==> src/rtl/lsu_pkg.sv <==
// Shared types and helpers for the load/store unit: access-size and FSM
// encodings, the pre-split byte-enable mask and the load merge/extend step.
package lsu_pkg;

    // Distance between the two word addresses of a split access
    localparam logic [31:0] WORD_STRIDE = 32'd4;

    // Encoding 2'b11 is not listed and behaves as a word access
    typedef enum logic [1:0] {
        MT_WORD = 2'b00,
        MT_BYTE = 2'b01,
        MT_HALF = 2'b10
    } mem_type_t;

    typedef enum logic [1:0] {
        ST_IDLE = 2'b00,
        ST_ACC0 = 2'b01,
        ST_ACC1 = 2'b10,
        ST_DONE = 2'b11
    } lsu_state_t;

    // Byte-enable mask across two consecutive words; the low nibble belongs to
    // the first word and the high nibble to the second word of a split access
    function automatic logic [7:0] be_mask8(input logic [1:0] mem_type,
                                            input logic [1:0] offset);
        logic [7:0] base;
        case (mem_type)
            MT_BYTE: base = 8'h01;
            MT_HALF: base = 8'h03;
            default: base = 8'h0F;
        endcase
        return base << offset;
    endfunction

    // Merge the two fetched words, move the addressed byte to lane 0 and
    // extend to 32 bits; zero_ext=1 selects zero extension
    function automatic logic [31:0] load_extend(input logic [31:0] high_word,
                                                input logic [31:0] low_word,
                                                input logic [1:0]  mem_type,
                                                input logic [1:0]  offset,
                                                input logic        zero_ext);
        logic [31:0] aligned;
        logic [31:0] result;
        aligned = 32'({high_word, low_word} >> {offset, 3'b000});
        case (mem_type)
            MT_BYTE: result = zero_ext ? {24'h0, aligned[7:0]}
                                       : {{24{aligned[7]}}, aligned[7:0]};
            MT_HALF: result = zero_ext ? {16'h0, aligned[15:0]}
                                       : {{16{aligned[15]}}, aligned[15:0]};
            default: result = aligned;
        endcase
        return result;
    endfunction

endpackage

==> src/rtl/lsu_lane_align.sv <==
// Combinational lane steering: byte enables and shifted store data for both
// words of an access, plus the flag saying the access spans two words.
module lsu_lane_align
    import lsu_pkg::*;
(
    input  logic [1:0]  mem_type,
    input  logic [1:0]  offset,
    input  logic [31:0] write_data,
    output logic [3:0]  be_lo,
    output logic [3:0]  be_hi,
    output logic [31:0] wdata_lo,
    output logic [31:0] wdata_hi,
    output logic        split
);

    logic [7:0]  mask;
    logic [63:0] shifted;
    logic        is_word;

    assign mask     = be_mask8(mem_type, offset);
    assign be_lo    = mask[3:0];
    assign be_hi    = mask[7:4];

    // Bytes shifted past lane 3 land in the second word's low lanes
    assign shifted  = {32'h0, write_data} << {offset, 3'b000};
    assign wdata_lo = shifted[31:0];
    assign wdata_hi = shifted[63:32];

    assign is_word  = (mem_type == MT_WORD) || (mem_type == 2'b11);
    assign split    = ((mem_type == MT_HALF) && (offset == 2'd3)) ||
                      (is_word && (offset != 2'd0));

endmodule

==> src/rtl/load_store_unit.sv <==
// Load/store unit: accepts one request at a time, issues one or two
// word-aligned bus transactions and returns the extended load result.
// Optional build macro LSU_MISALIGN_TRAP_EN: accesses that would need two
// words complete immediately with MisalignErr_o instead of being split.
module load_store_unit
    import lsu_pkg::*;
#(
    parameter int DATA_WIDTH = 32
) (
    input  logic                  clk,
    input  logic                  rst_n,
    input  logic                  ReqValid_i,
    output logic                  ReqReady_o,
    input  logic [DATA_WIDTH-1:0] Addr_i,
    input  logic [DATA_WIDTH-1:0] WriteData_i,
    input  logic                  MemWrite_i,
    input  logic [1:0]            MemType_i,
    input  logic                  MemSign_i,
    output logic                  RespValid_o,
    output logic [DATA_WIDTH-1:0] ReadData_o,
    output logic                  MisalignErr_o,
    output logic                  BusReq_o,
    input  logic                  BusAck_i,
    output logic [DATA_WIDTH-1:0] BusAddr_o,
    output logic                  BusWe_o,
    output logic [3:0]            BusBe_o,
    output logic [DATA_WIDTH-1:0] BusWData_o,
    input  logic [DATA_WIDTH-1:0] BusRData_i
);

`ifdef LSU_MISALIGN_TRAP_EN
    localparam bit TRAP_EN = 1'b1;
`else
    localparam bit TRAP_EN = 1'b0;
`endif

    lsu_state_t state, next_state;

    logic [3:0]            be_lo, be_hi;
    logic [DATA_WIDTH-1:0] wdata_lo, wdata_hi;
    logic                  split_in;
    logic                  take_trap;

    logic [1:0]            type_q;
    logic [1:0]            offset_q;
    logic                  zext_q;
    logic                  write_q;
    logic                  split_q;
    logic [3:0]            be_hi_q;
    logic [DATA_WIDTH-1:0] wdata_hi_q;
    logic [DATA_WIDTH-1:0] low_q;
    logic [DATA_WIDTH-1:0] read_data_q;

    logic                  bus_req;
    logic [DATA_WIDTH-1:0] bus_addr;
    logic                  bus_we;
    logic [3:0]            bus_be;
    logic [DATA_WIDTH-1:0] bus_wdata;

    lsu_lane_align u_lane_align (
        .mem_type   (MemType_i),
        .offset     (Addr_i[1:0]),
        .write_data (WriteData_i),
        .be_lo      (be_lo),
        .be_hi      (be_hi),
        .wdata_lo   (wdata_lo),
        .wdata_hi   (wdata_hi),
        .split      (split_in)
    );

    assign take_trap = TRAP_EN && split_in;

    // State register
    always_ff @(posedge clk or negedge rst_n) begin
        if (!rst_n) begin
            state <= ST_IDLE;
        end else begin
            state <= next_state;
        end
    end

    // Next-state selection; a trapped request skips the bus entirely
    always_comb begin
        next_state = state;
        case (state)
            ST_IDLE: begin
                if (ReqValid_i) begin
                    next_state = take_trap ? ST_DONE : ST_ACC0;
                end
            end
            ST_ACC0: begin
                if (BusAck_i) begin
                    next_state = split_q ? ST_ACC1 : ST_DONE;
                end
            end
            ST_ACC1: begin
                if (BusAck_i) begin
                    next_state = ST_DONE;
                end
            end
            default: next_state = ST_IDLE;
        endcase
    end

    // Request capture, registered bus outputs and load result update
    always_ff @(posedge clk or negedge rst_n) begin
        if (!rst_n) begin
            type_q      <= 2'b00;
            offset_q    <= 2'b00;
            zext_q      <= 1'b0;
            write_q     <= 1'b0;
            split_q     <= 1'b0;
            be_hi_q     <= 4'h0;
            wdata_hi_q  <= '0;
            low_q       <= '0;
            read_data_q <= '0;
            bus_req     <= 1'b0;
            bus_addr    <= '0;
            bus_we      <= 1'b0;
            bus_be      <= 4'h0;
            bus_wdata   <= '0;
        end else begin
            case (state)
                ST_IDLE: begin
                    if (ReqValid_i) begin
                        type_q     <= MemType_i;
                        offset_q   <= Addr_i[1:0];
                        zext_q     <= MemSign_i;
                        write_q    <= MemWrite_i;
                        split_q    <= split_in;
                        be_hi_q    <= be_hi;
                        wdata_hi_q <= wdata_hi;
                        if (!take_trap) begin
                            bus_req   <= 1'b1;
                            bus_addr  <= {Addr_i[DATA_WIDTH-1:2], 2'b00};
                            bus_we    <= MemWrite_i;
                            bus_be    <= be_lo;
                            bus_wdata <= wdata_lo;
                        end
                    end
                end
                ST_ACC0: begin
                    if (BusAck_i) begin
                        low_q <= BusRData_i;
                        if (split_q) begin
                            bus_addr  <= bus_addr + WORD_STRIDE;
                            bus_be    <= be_hi_q;
                            bus_wdata <= wdata_hi_q;
                        end else begin
                            bus_req <= 1'b0;
                            bus_we  <= 1'b0;
                            bus_be  <= 4'h0;
                            if (!write_q) begin
                                read_data_q <= load_extend('0, BusRData_i,
                                                           type_q, offset_q, zext_q);
                            end
                        end
                    end
                end
                ST_ACC1: begin
                    if (BusAck_i) begin
                        bus_req <= 1'b0;
                        bus_we  <= 1'b0;
                        bus_be  <= 4'h0;
                        if (!write_q) begin
                            read_data_q <= load_extend(BusRData_i, low_q,
                                                       type_q, offset_q, zext_q);
                        end
                    end
                end
                default: begin
                end
            endcase
        end
    end

`ifdef LSU_MISALIGN_TRAP_EN
    logic misalign_q;

    // Error flag accompanies the single DONE cycle of a trapped request
    always_ff @(posedge clk or negedge rst_n) begin
        if (!rst_n) begin
            misalign_q <= 1'b0;
        end else begin
            misalign_q <= (state == ST_IDLE) && ReqValid_i && take_trap;
        end
    end

    assign MisalignErr_o = misalign_q;
`else
    assign MisalignErr_o = 1'b0;
`endif

    assign ReqReady_o  = (state == ST_IDLE);
    assign RespValid_o = (state == ST_DONE);
    assign ReadData_o  = read_data_q;
    assign BusReq_o    = bus_req;
    assign BusAddr_o   = bus_addr;
    assign BusWe_o     = bus_we;
    assign BusBe_o     = bus_be;
    assign BusWData_o  = bus_wdata;

endmodule

==> config.mk <==
export PLATFORM = sky130hd
export DESIGN_NAME = load_store_unit
export DESIGN_NICKNAME = d
export VERILOG_FILES = /design/src/rtl/lsu_pkg.sv /design/src/rtl/lsu_lane_align.sv /design/src/rtl/load_store_unit.sv
export SDC_FILE = /design/constraint.sdc
export NUM_CORES = 1
export LEC_CHECK = 0
export CORE_MARGIN = 1
export CORE_UTILIZATION = 57
export DETAILED_ROUTE_END_ITERATION = 12
export PLACE_DENSITY = 0.87
export REMOVE_ABC_BUFFERS = 1
export SLEW_MARGIN = 25
export SYNTH_ARGS = -nofsm -noshare
export SYNTH_HDL_FRONTEND = slang
export SYNTH_HIERARCHICAL = 1
export SYNTH_SLANG_ARGS = --single-unit
==> constraint.sdc <==
create_clock -name clk -period 4.5 [get_ports clk]
set_clock_uncertainty 0.1 [all_clocks]
set_input_delay 0.675 -clock clk [delete_from_list [all_inputs] [get_ports clk]]
set_output_delay 0.675 -clock clk [all_outputs]
set_load 0.05 [all_outputs]
Yosys cells after proc, flatten, opt, wreduce, memory -nomap -nowiden. Cells that the tools add are included.

Bits in registers: 179. Bits in latches: 0. RAM bits: 0. Bits in read-only memories: 0. Memories: 0.

Add/sub/neg operators: 1. Multiply operators: 0. Divide/modulo/power cells: 0. $lt $le $gt $ge: 0. Eq/ne operators: 16. Shifts and indexed selects: 4. Mux-type cells: 38. Bitwise operators: 0. Reduce and logical (&&, ||, !) cells: 17.

Operators by type and width (number): two-way mux 32 bit (15); one-hot mux 32 bit (2 select lines) (5); << shifter 32 x 5 -> 64 bit (1); >> shifter 64 x 5 -> 32 bit (1); adder 32 x 3 -> 32 bit, second input constant (1); >> shifter 32 x 5 -> 32 bit (1); two-way mux 4 bit (4); inequality test 2 bit, second input constant (7); equality test 2 bit, second input constant (6); one-hot mux 4 bit (3 select lines) (1); one-hot mux 4 bit (2 select lines) (1); AND reduction 4 bit (2); << shifter 4 x 2 -> 8 bit (1); equality test 2 x 1 -> 1 bit, second input constant (3); two-way mux 1 bit (6); two-way mux 2 bit (3); one-hot mux 1 bit (3 select lines) (2); one-hot mux 2 bit (3 select lines) (1); AND reduction 6 bit (1); nonzero test 2 bit (3); AND reduction 5 bit (1); zero test 2 bit (2); AND reduction 2 bit (2); AND reduction 3 bit (1); 3 further kinds (5).

Longest topological paths before layout. Gate-level depths: netlist (run 1).

Word-level depth: 7. Depth in mapped cells: 10. Mapped depth without buffers: 7.

Cells and area by module. Netlist (run 1), hierarchy kept.

By module, submodules not included: load_store_unit (instances 1, cells each 881, area each 9303.9 um^2); lsu_lane_align (instances 1, cells each 126, area each 932.1 um^2).

Least setup slack after synthesis (run 1). Ideal clock, no wire load.

Kind: register -> register. Start: register state[0]. End: register bus_addr[25] (netlist: BusAddr_o[25]). Data arrival time: 2287 ps. Slack: 1977 ps. Cell stages (with the launch flop): 9. Buffers on the path: 1. Clock period less this slack: 2523 ps. Path through: dfrtp_1 > inv_1 > ha_1 > nor2b_1 > a211o_1 > clkbuf_1 > nor2_1 > a22o_1 > or3b_2.

Cells in the longest elaborated chain, start to end: 3. Elaborated cells on any way between the ends: 8.

Ends and longest elaborated chain: start, declared (line load_store_unit.sv:37) `lsu_state_t state, next_state;`; start signal, assigned (line load_store_unit.sv:78) `state <= next_state;`; zero test 2 bit *; net ReqReady_o (line load_store_unit.sv:13) `output logic ReqReady_o,`; inequality test 2 bit (no source line) or nonzero test 2 bit (tied branches); AND reduction 4 bit (no source line); end signal, assigned (line load_store_unit.sv:135) `bus_addr <= {Addr_i[DATA_WIDTH-1:2], 2'b00};`; end signal, assigned (line load_store_unit.sv:146) `bus_addr <= bus_addr + WORD_STRIDE;`; end, declared (line load_store_unit.sv:55) `logic [DATA_WIDTH-1:0] bus_addr;`.

The timed path passes the listed nets; every way through them passes the cells marked *. A chain may end at the register's enable or synchronous reset.

Worst setup path in the final report (run 1).
Start: register state[0]. End: output ReqReady_o.

Cells in the longest elaborated chain, start to end: 1.

Ends and longest elaborated chain: zero test 2 bit (line load_store_unit.sv:194) `assign ReqReady_o = (state == ST_IDLE);`; end, declared (line load_store_unit.sv:13).

Every way passes these cells.

==> impl_metrics.csv, run 1 <==
group,metric,value,unit
timing,max_slew_margin,0.3261,
logic_synthesis,syn-mean-instance-area,10.16,um^2
logic_synthesis,synth_cell_types,56,
timing,setup_violations,0,
power,total_power,11330,uW
clock_tree,ctsRootBufferMaster,"clkbuf_16",
drt,drtIter0Drc,708,
clock_tree,clock_sinks,177,
worst_setup_path,crit_slowest_cell,"clkdlybuf4s50_1",
placement,gp_congestion,0.8614,
clock_tree,cts_resized,0,
grt,grt_max_degree,113,
die,die_width,136.0,um
timing,tightest_slew,1011,ps
power,pwr-share-clk,0.139,
logic_synthesis,ys_ff_latch,177,
layout,drive_above_1_share,0.1399,
grt,antenna_found_initial,1,
logic_synthesis,synth_top_area_share,0.4327,
timing,post-route-period-util,0.6746,
outcome,outcome,"completed",
layout,diodes,0,
die,die_area,18500,um^2
grt,grt_usage,0.2999,
job,maxCapViolCount,0,
clock_tree,ctsHoldBuffers,0,
worst_setup_path,crit_family,"buffers and inverters",
logic_synthesis,seq_area_frac_synth,0.4327,
drt,routedWlPerCell,19.45,um
layout,layout_common_cells,"clkdlybuf4s50_1, dfrtp_1, mux2i_1",
layout,layout_commonest_cell,"clkdlybuf4s50_1",
layout,fillerInstances,1251,
power,leakage,0.005407,uW
layout,syn2layout_area_growth,26.16,%
timing,fmax,329.4,MHz
worst_setup_path,cp_max_fo,7,
timing,final_hold_viol_count,0,
die,start_util,0.5877,
die,row_count,48,
logic_synthesis,synthCells,1007,
logic_synthesis,yosys_warnings,6,
worst_setup_path,critPathKind,"flip-flop to output pin",
power,pwr-share-seq,0.268,
drt,wl,27310,um
logic_synthesis,synth_top_area_cell,"dfrtp_1",
logic_synthesis,ys_top_cells_by_area,"dfrtp_1, mux2i_1, mux2_2",
die,num_io_pins,209,
grt,grt-ovfl-total,0,
layout,regArea,4431,um^2
worst_setup_path,worstPathRequired,3720,ps
logic_synthesis,yosys_most_used_dff,"dfrtp_1",
power,vdd_drop_max,0.5018,mV
worst_setup_path,end_kind,"output pin",
layout,fin_util,0.7415,
power,swShare,0.4816,
layout,multi_input_area,5383,um^2
drt,drt_first_pass_iters,5,
clock_tree,clockBufferDepth,2,
worst_setup_path,cp_num_buf_inv,2,
clock_tree,clk_pin_slew,70,ps
power,power.internal,5873,uW
die,core_area,17420,um^2
worst_setup_path,crit_chain,"inv_1 -> ha_1 -> clkdlybuf4s50_1",
drt,vias,8717,
clock_tree,numCtsBuffers,17,
logic_synthesis,synth_area,10240,um^2
power,combPwrFrac,0.593,
drt,ant_nets,0,
hold_path,hold_path.class,"input pin to async pin",
timing,rsz0062_at_grt,"false",
power,cellPowerDensity,877.4,nW/um^2
timing,fin_crit,3036,ps
timing,finalMaxSlewViolations,0,
drt,drc,0,
clock_tree,cts_tree,"done",
power,power_switching,5456,uW
worst_setup_path,worstSetupStartpointType,"flip-flop",
drt,avgViaCountPerCell,6.209,
layout,final_nets,1280,
worst_setup_path,critPathMaxStageDelay,880,ps
grt,grt_pass1_vias,8640,
placement,io_buffers,205,
placement,dp_hpwl,17890,um
clock_tree,post_cts_buffers,0,
grt,grt_pass1_wl,43360,um
logic_synthesis,async_flop_share,1.000,
clock_tree,clk_latency,430,ps
worst_setup_path,cp.arrival,2260,ps
logic_synthesis,synth_edf_count,0,
clock_tree,cts-htree-levels,4,
die,dieHeight,136.0,um
## state kept, by name, summed over array words and instances, names as in the netlist, 2 cells and up
register    flops
BusAddr_o      30
BusBe_o         4
BusWData_o     32
ReadData_o     32
be_hi_q         4
low_q          32
offset_q        2
state           2
type_q          2
wdata_hi_q     32
## worst paths after layout
| check | from | cells after the start | slack [ps] | end |
|---|---|---|---|---|
| max reg2reg | type_q[0]$_DFFE_PN0P_ | 7 | 1590 | ReadData_o[22]$_DFFE_PN0P_ |
| max in group asynchronous | rst_n | 2 | 3140 | BusAddr_o[24]$_DFFE_PN0P_ |
| min in group clk | BusWData_o[1]$_DFFE_PN0P_ | 2 | 390 | BusWData_o[1]$_DFFE_PN0P_ |
| min reg2reg | BusWData_o[1]$_DFFE_PN0P_ | 2 | 390 | BusWData_o[1]$_DFFE_PN0P_ |
| min | rst_n | 1 | 290 | ReadData_o[24]$_DFFE_PN0P_ |
| max | state[0]$_DFFE_PN0P_ | 3 | 1460 | ReqReady_o |
## cells in the mapped netlist, drive strengths merged (3+ instances only)
| master | instances |
|---|---|
| a31oi | 4 |
| o22ai | 21 |
| a41oi | 3 |
| mux2 | 87 |
| or3 | 5 |
| ha | 10 |
| o21ai | 64 |
| a2bb2oi | 7 |
| dfrtp | 177 |
| nand3 | 21 |
| and3 | 20 |
| a211oi | 5 |
| inv | 12 |
| mux4 | 9 |
| o22a | 18 |
| clkbuf | 46 |
| o2bb2ai | 16 |
| nor2 | 89 |
| mux2i | 112 |
| nor3 | 10 |
| a21oi | 54 |
| a221oi | 23 |
| nand4 | 8 |
| and2 | 10 |
| nand2 | 90 |
| buf | 40 |
| o21a | 4 |
| nor2b | 16 |
| nand2b | 6 |
## cell type report
| class | count | area share |
|---|---|---|
| multi-input combinational | 741 | 0.4168 |
| sequential | 177 | 0.3431 |
| timing repair buffer | 216 | 0.1665 |
| clock buffer | 18 | 0.03401 |
| tap | 225 | 0.02180 |
| clock inverter | 14 | 0.01386 |
| inverter | 13 | 0.003972 |
## kinds of logic after synthesis
kind of cell / count (synthesis) / share of synthesized area
flops: 177 / 0.4327
buf+inv: 99 / 0.04889
other cells: 2 / 0.0007337
compound gates: 229 / 0.1527
mux: 208 / 0.2250
fa+ha+maj: 10 / 0.01222
simple gates: 282 / 0.1277
## routing by layer
metal	up-vias	track usage	part of all wire
li1	3971	-	-
met1	4289	0.3993	0.41
met2	385	0.4721	0.48
met3	70	0.05481	0.072
met4	2	0.1451	0.034
met5	-	0	0.00048
## power by group through the flow
stage | clock [uW] | sequential [uW] | combinational (uW)
4_1_cts | 1580 | 3020 | 6700
6_report | 1570 | 3040 | 6720
2_1_floorplan | 0 | 4460 | 3200
5_1_grt | 1650 | 3120 | 7180
3_5_place_dp | 0 | 3040 | 6650
3_3_place_gp | 0 | 3010 | 6480
## metrics by stage
stage | TNS (ps) | instances | setup WS (ps) | hold slack, ps | cell area [um^2]
detailed placement | 0 | 1372 | 1401 | 369.6 | 12280
CTS | 0 | 1404 | 1494 | 346.9 | 12900
floorplan | -58660 | 931 | -965.5 | 279.4 | 9824
finish | 0 | 1404 | 1464 | 286.4 | 12910
global route | 0 | 1404 | 1379 | 355.8 | 12910
global placement | 0 | 1372 | 1511 | 363.6 | 12280
(Power assumes the default switching activity.)
==> inputs of run 2 (changes only) <==
Settings changed: CORE_UTILIZATION 57 to 53, PLACE_DENSITY 0.87 to 0.82.
Clock period 4.5 ns to 2.9 ns, I/O delays scaled along.
==> impl_metrics.csv, run 2 (synthesis gave the netlist of run 1 again) <==
group,metric,value,unit
outcome,outcome,"completed",
timing,setup_ws,185.4,ps
placement,detailedPlace.worstSlack,346.2,ps
die,core_area,18830,um^2
clock_tree,clk_pin_slew,70,ps
clock_tree,clk_latency,430,ps
clock_tree,numCtsBuffers,17,
timing,setup_violations,0,
placement,dp_hpwl,18630,um
grt,grt_max_degree,82,
timing,finalMaxSlewViolations,0,
timing,tightest_slew,874.6,ps
grt,antenna_found_initial,0,
drt,wl,26820,um
clock_tree,cts_tree,"done",
worst_setup_path,critPathKind,"flip-flop to output pin",
worst_setup_path,cp.arrival,2180,ps
worst_setup_path,worstSetupStartpointType,"flip-flop",
timing,rsz0062_at_grt,"false",
worst_setup_path,r2r-end,"ReadData_o[18]$_DFFE_PN0P_",
placement,io_buffers,205,
drt,drc,0,
die,row_count,50,
hold_path,min_path_cells,2,
drt,avgViaCountPerCell,5.901,
layout,diodes,0,
timing,max_slew_margin,0.4157,
worst_setup_path,cp_max_fo,7,
grt,grt-ovfl-total,0,
hold_path,hold_path.class,"flip-flop to flip-flop",
timing,fmax,368.4,MHz
die,die_width,141.0,um
placement,dpl.cell_count,1431,
drt,ant_nets,0,
hold_path,min_from,"BusWData_o[2]$_DFFE_PN0P_",
worst_setup_path,ff2ff_setup_slack,420,ps
clock_tree,clock_sinks,177,
die,start_util,0.5436,
layout,layout_common_cells,"clkdlybuf4s50_1, dfrtp_1, mux2i_1",
drt,vias,8639,
power,cellPowerDensity,1357,nW/um^2
worst_setup_path,worstPathRequired,2370,ps
worst_setup_path,end_kind,"output pin",
clock_tree,clockBufferDepth,2,
grt,grt_pass1_vias,8629,
drt,drt_first_pass_iters,7,
placement,gp_congestion,0.9188,
grt,grt_usage,0.2789,
timing,final_hold_viol_count,0,
timing,holdWs,384.2,ps
die,num_io_pins,209,
drt,routedWlPerCell,18.32,um
timing,post-route-period-util,0.9361,
layout,fin_cells,1464,
clock_tree,post_cts_buffers,0,
layout,final_cell_area,13240,um^2
die,die_area,19870,um^2
layout,syn2layout_area_growth,29.35,%
layout,final_nets,1305,
job,maxCapViolCount,0,
clock_tree,ctsRootBufferMaster,"clkbuf_16",
drt,drtIter0Drc,696,
grt,grt_pass1_wl,43650,um
power,leakage,0.005568,uW
placement,placed_area,12570,um^2
layout,layout_commonest_cell,"clkdlybuf4s50_1",
hold_path,holdPathEnd,"BusWData_o[2]$_DFFE_PN0P_",
timing,tns,0,ps
layout,drive_above_1_share,0.1561,
worst_setup_path,worstRegToRegCells,8,
worst_setup_path,r2r_start,"state[1]$_DFFE_PN0P_",
power,vdd_drop_max,0.6622,mV
clock_tree,cts-htree-levels,4,
die,dieHeight,141.0,um
timing,fin_crit,2715,ps
## run 2: cell count changes in the layout (fill, tap and decap cells not counted)
cell	previous run	this run
buf_12	1	6
buf_4	9	29
bufinv_16	3	5
clkbuf_8	2	1
clkinv_2	2	1
clkinv_4	3	2
dlygate4sd3_1	0	1
nand2_2	0	1
nand2_4	1	0
nor3_1	9	10
nor3_2	1	0
## run 2: worst max-delay path by stage
stage | endpoint | slack (ps) | startpoint | cells after the start
2_1_floorplan | BusAddr_o[31]$_DFFE_PN0P_ | -2570 | state[1]$_DFFE_PN0P_ | 7
3_3_place_gp | BusAddr_o[25]$_DFFE_PN0P_ | 410 | BusAck_i | 5
3_5_place_dp | BusAddr_o[25]$_DFFE_PN0P_ | 350 | BusAck_i | 5
4_1_cts | ReqReady_o | 180 | state[1]$_DFFE_PN0P_ | 3
5_1_grt | ReqReady_o | 110 | state[1]$_DFFE_PN0P_ | 3
6_report | ReqReady_o | 190 | state[1]$_DFFE_PN0P_ | 3
## run 2: routing by layer
layer / track usage / up-vias / wire length, um / share of wire
li1: - / 4028 / - / -
met5: 0 / - / 0 / 0
met2: 0.4561 / 307 / 12920 / 0.48
met1: 0.3654 / 4253 / 11520 / 0.43
met4: 0.1230 / 0 / 749 / 0.028
met3: 0.04789 / 51 / 1629 / 0.061
## run 2: critical path: stages, from the launching register on
cell and delay, ps:
dfrtp_1 420, inv_1 130, ha_1 310, clkdlybuf4s50_1 880
## run 2: where the power goes
group	switching [uW]	internal [uW]	total (uW)
clock network	1030	1570	2600
logic	6480	4220	10700
registers	921	3740	4660
total	8430	9530	18000
## run 2: area by class of cell
type / instances / area [um^2]
clock buffers: 18 / 439.2
clock inverters: 14 / 225.2
fillers: 1361 / 5590
inverters: 13 / 51.30
multi-input cells: 741 / 5373
flip-flops and latches: 177 / 4431
well taps: 260 / 325.3
repair buffers: 241 / 2396
## run 2: per-stage QoR
step	utilization	power (uW)
floorplan	-	11890
global placement	0.6673	15020
detailed placement	0.6673	15310
CTS	0.7031	17950
global route	0.7031	19010
finish	0.7031	17960
## run 2: what timing repair did
action | CTS | global route
hold buffers | 1 | 0
hold endpoints to repair | 62 | 0
resized for setup | 0 | 0
==> RTL change, RTL diff (flow settings as in run 2) <==
The 4 states of `lsu_state_t` get a one-hot encoding in 4 bits.
--- a/src/rtl/lsu_pkg.sv
+++ b/src/rtl/lsu_pkg.sv
@@ -13,9 +13,9 @@
     } mem_type_t;
 
-    typedef enum logic [1:0] {
-        ST_IDLE = 2'b00,
-        ST_ACC0 = 2'b01,
-        ST_ACC1 = 2'b10,
-        ST_DONE = 2'b11
+    typedef enum logic [3:0] {
+        ST_IDLE = 4'b0001,
+        ST_ACC0 = 4'b0010,
+        ST_ACC1 = 4'b0100,
+        ST_DONE = 4'b1000
     } lsu_state_t;
 
Formal check against the unedited RTL: no difference found for any inputs over 4 cycles, from zero or initial values and one cycle with rst_n low; so few cycles prove little.
==> RTL change against run 2 <==
  * Routed wire length up 10%
  * Global-route usage is 1.8 points higher
  * Clock power down 12%
  * Worst setup slack improved by 0.11 ns
  * Largest cell class unchanged
  * Count of clock-buffer cells in the layout unchanged
  * Die area increased by 3.3%
  * Sequential cell count rose by 2
  * Final area up 1.8%
  * Synthesized area up 3.3%
  * Total power shrank 11%
  * Synthesized cell count grew 15%
  * Highest routed layer unchanged
==> RTL change: results (changes against run 2) <==
The static power due to leakage is 0.00575 uW (+3.2%), and the detail-routed net length per standard cell is 18.4 um (+0.22%). The global placement routability congestion came out at 0.864 (-5.9%). The tools report the initial antenna violation count as 0 (unchanged).

The run gives 0.584 mV (-12%) as the peak supply drop. The worst register-to-register path has a setup slack of 0.43 ns. The global-route usage over all layers is 29.7% (+1.8 points), and the via count of the first global-routing pass is 9,342 (+8.3%).

The maximum fanout encountered on the critical timing path is 10 (+3), and the number of nets at the end of the flow is 1,441 (+10%). The clock slew at the register clock pins of the worst setup and hold paths is 0.07 ns (about the same), and the unique cell type count in the Yosys netlist is 65 (+16%). In this run the critical register-to-register path is launched from state[3]. The clock buffer count from CTS was 17 (unchanged); the maximum cell stage delay along the critical path was 0.66 ns (-0.22 ns). The tools report the maximum number of pins on one net before global-route repair as 75 (-8.5%). The via density per instance works out to 6.02 (+2.0%). For the violation count after the first detailed-routing iteration, the log shows 937 (+35%). By count the netlist is led by sky130_fd_sc_hd__nand2_1 (262), sky130_fd_sc_hd__dfrtp_1 (178), sky130_fd_sc_hd__nor2_1 (105).

The clock insertion delay at the later pin of the skew report came out at 0.43 ns (about the same). The number of levels the H-tree was split into is 4 (unchanged), and the detailed-router iteration count before antenna repair is 5 (-2). The run gives 42.4% (-0.90 points) as the sequential area share after synthesis. The library cell contributing the largest single delay on the critical path is sky130_fd_sc_hd__dfstp_2.

After synthesis, the cell types taking the most area are sky130_fd_sc_hd__dfrtp_1 (42%), sky130_fd_sc_hd__nand2_1 (9.3%), sky130_fd_sc_hd__mux4_2 (6.2%). The fraction of final layout cells sized beyond drive strength 1 is 12.6% (-3.0 points). The placed standard-cell area is 12,900 um^2 (+2.6%), and the async set or reset register ratio after synthesis is 100% (unchanged).

The worst reg2reg path depth was 6 (-2). Total of fill cells in the finished design: 1,493 (+9.7%). The fraction of power spent switching nets is 48.0% (+1.1 points).

Endpoint of the worst-slack reg-to-reg timing path: ReadData_o[11]. Timing startpoint of the critical path: state[0]. In this run the most critical hold path is launched from wdata_hi_q[5]. The global-route wire length before repair was 47,400 um (+8.7%); the post-CTS setup buffer count was 0 (unchanged). The count of yosys warnings during synthesis was 6 (unchanged). The run finished with clean final reports. Among all cell types in the netlist, the one instantiated most often is sky130_fd_sc_hd__nand2_1. Sum of net half-perimeters after detailed placement: 20,000 um (+7.3%).

For this run, the leading register cell type out of synthesis is sky130_fd_sc_hd__dfrtp_1. The path class of the tightest hold or removal check is reg2reg. The number of hold violations in the final report is 0 (unchanged), and the maximum buffer depth of the clock tree is 2 (unchanged). For the relative slew slack, the log shows 46.8% (+5.3 points).
-- RTL change: cell types whose count changed in the layout (fill, tap and decap cells not counted), moves of 17 or more --
cell                      change
sky130_fd_sc_hd__a31oi_1     +53
sky130_fd_sc_hd__mux2_2      -45
sky130_fd_sc_hd__mux2i_1     -53
sky130_fd_sc_hd__mux4_2      +20
sky130_fd_sc_hd__nand2_1    +172
sky130_fd_sc_hd__nor2_1      +17
sky130_fd_sc_hd__o21ai_0     -33
-- RTL change: how the worst min path moves through the flow --
stage                endpoint  slack [ns]  depth (start not counted)
5_1_grt         wdata_hi_q[5]        0.40                          2
2_1_floorplan   BusAddr_o[10]        0.04                          0
6_report        wdata_hi_q[5]        0.38                          2
4_1_cts         wdata_hi_q[5]        0.38                          2
3_5_place_dp   BusWData_o[14]        0.32                          1
3_3_place_gp   BusWData_o[14]        0.32                          1
-- RTL change: cell type report --
class / instances / area (um^2) / share of cell area, %
inverters: 17 / 66.3 / 0.492
flip-flops and latches: 179 / 4480 / 33.3
well taps: 265 / 332 / 2.46
repair buffers: 244 / 2430 / 18.0
clock inverters: 14 / 141 / 1.05
clock buffers: 18 / 439 / 3.26
multi-input cells: 873 / 5590 / 41.4
-- RTL change: routing by layer --
| metal | track usage [%] | part of all wire (%) | vias up |
|---|---|---|---|
| met5 | 0 | 0 | - |
| met4 | 14.4 | 3.4 | 0 |
| met3 | 4.36 | 7.1 | 81 |
| met2 | 47.5 | 48 | 495 |
| met1 | 39.6 | 42 | 4664 |
| li1 | - | - | 4448 |
-- RTL change: kinds of logic after synthesis --
logic type | share of synthesized area (%)
other cells | 0.0710
buf+inv | 5.40
fa+ha+maj | 0.592
compound gates | 14.9
xor+xnor | 0.0828
simple gates | 20.4
mux | 16.2
flops | 42.4
-- RTL change: power by group through the flow --
stage                     combinational, uW  sequential, uW  clock, uW
after floorplan                        3480            7090          0
after global placement                 8720            4750          0
after detailed placement               8900            4790          0
after CTS                              8940            4760       2330
after global routing                   9510            4930       2440
final                                  8970            4780       2300
-- RTL change: critical path, delay by kind of cell (launching register included) --
kind	cells	cell delay, ns
flip-flops	1	0.66
buffers and inverters	1	0.60
AND/OR/NAND/NOR	1	0.37
-- RTL change: through the flow --
step                      setup TNS, ns  total power, uW  setup WS, ns  util [%]  cells
after floorplan                 -154.70            10600         -2.01         -   1069
after global placement                0            13500         0.381      66.0   1577
after detailed placement              0            13700         0.342      66.0   1577
after CTS                             0            16000        0.0580      69.0   1610
after global routing                  0            16900         0.185      69.0   1610
final                                 0            16000         0.295      69.0   1610
-- RTL change: what timing repair did --
| item | in CTS | in global routing |
|---|---|---|
| hold buffers | 1 | 0 |
| resized for setup | 1 | 1 |
| hold endpoints to repair | 48 | 0 |
| setup endpoints to repair | 1 | 1 |
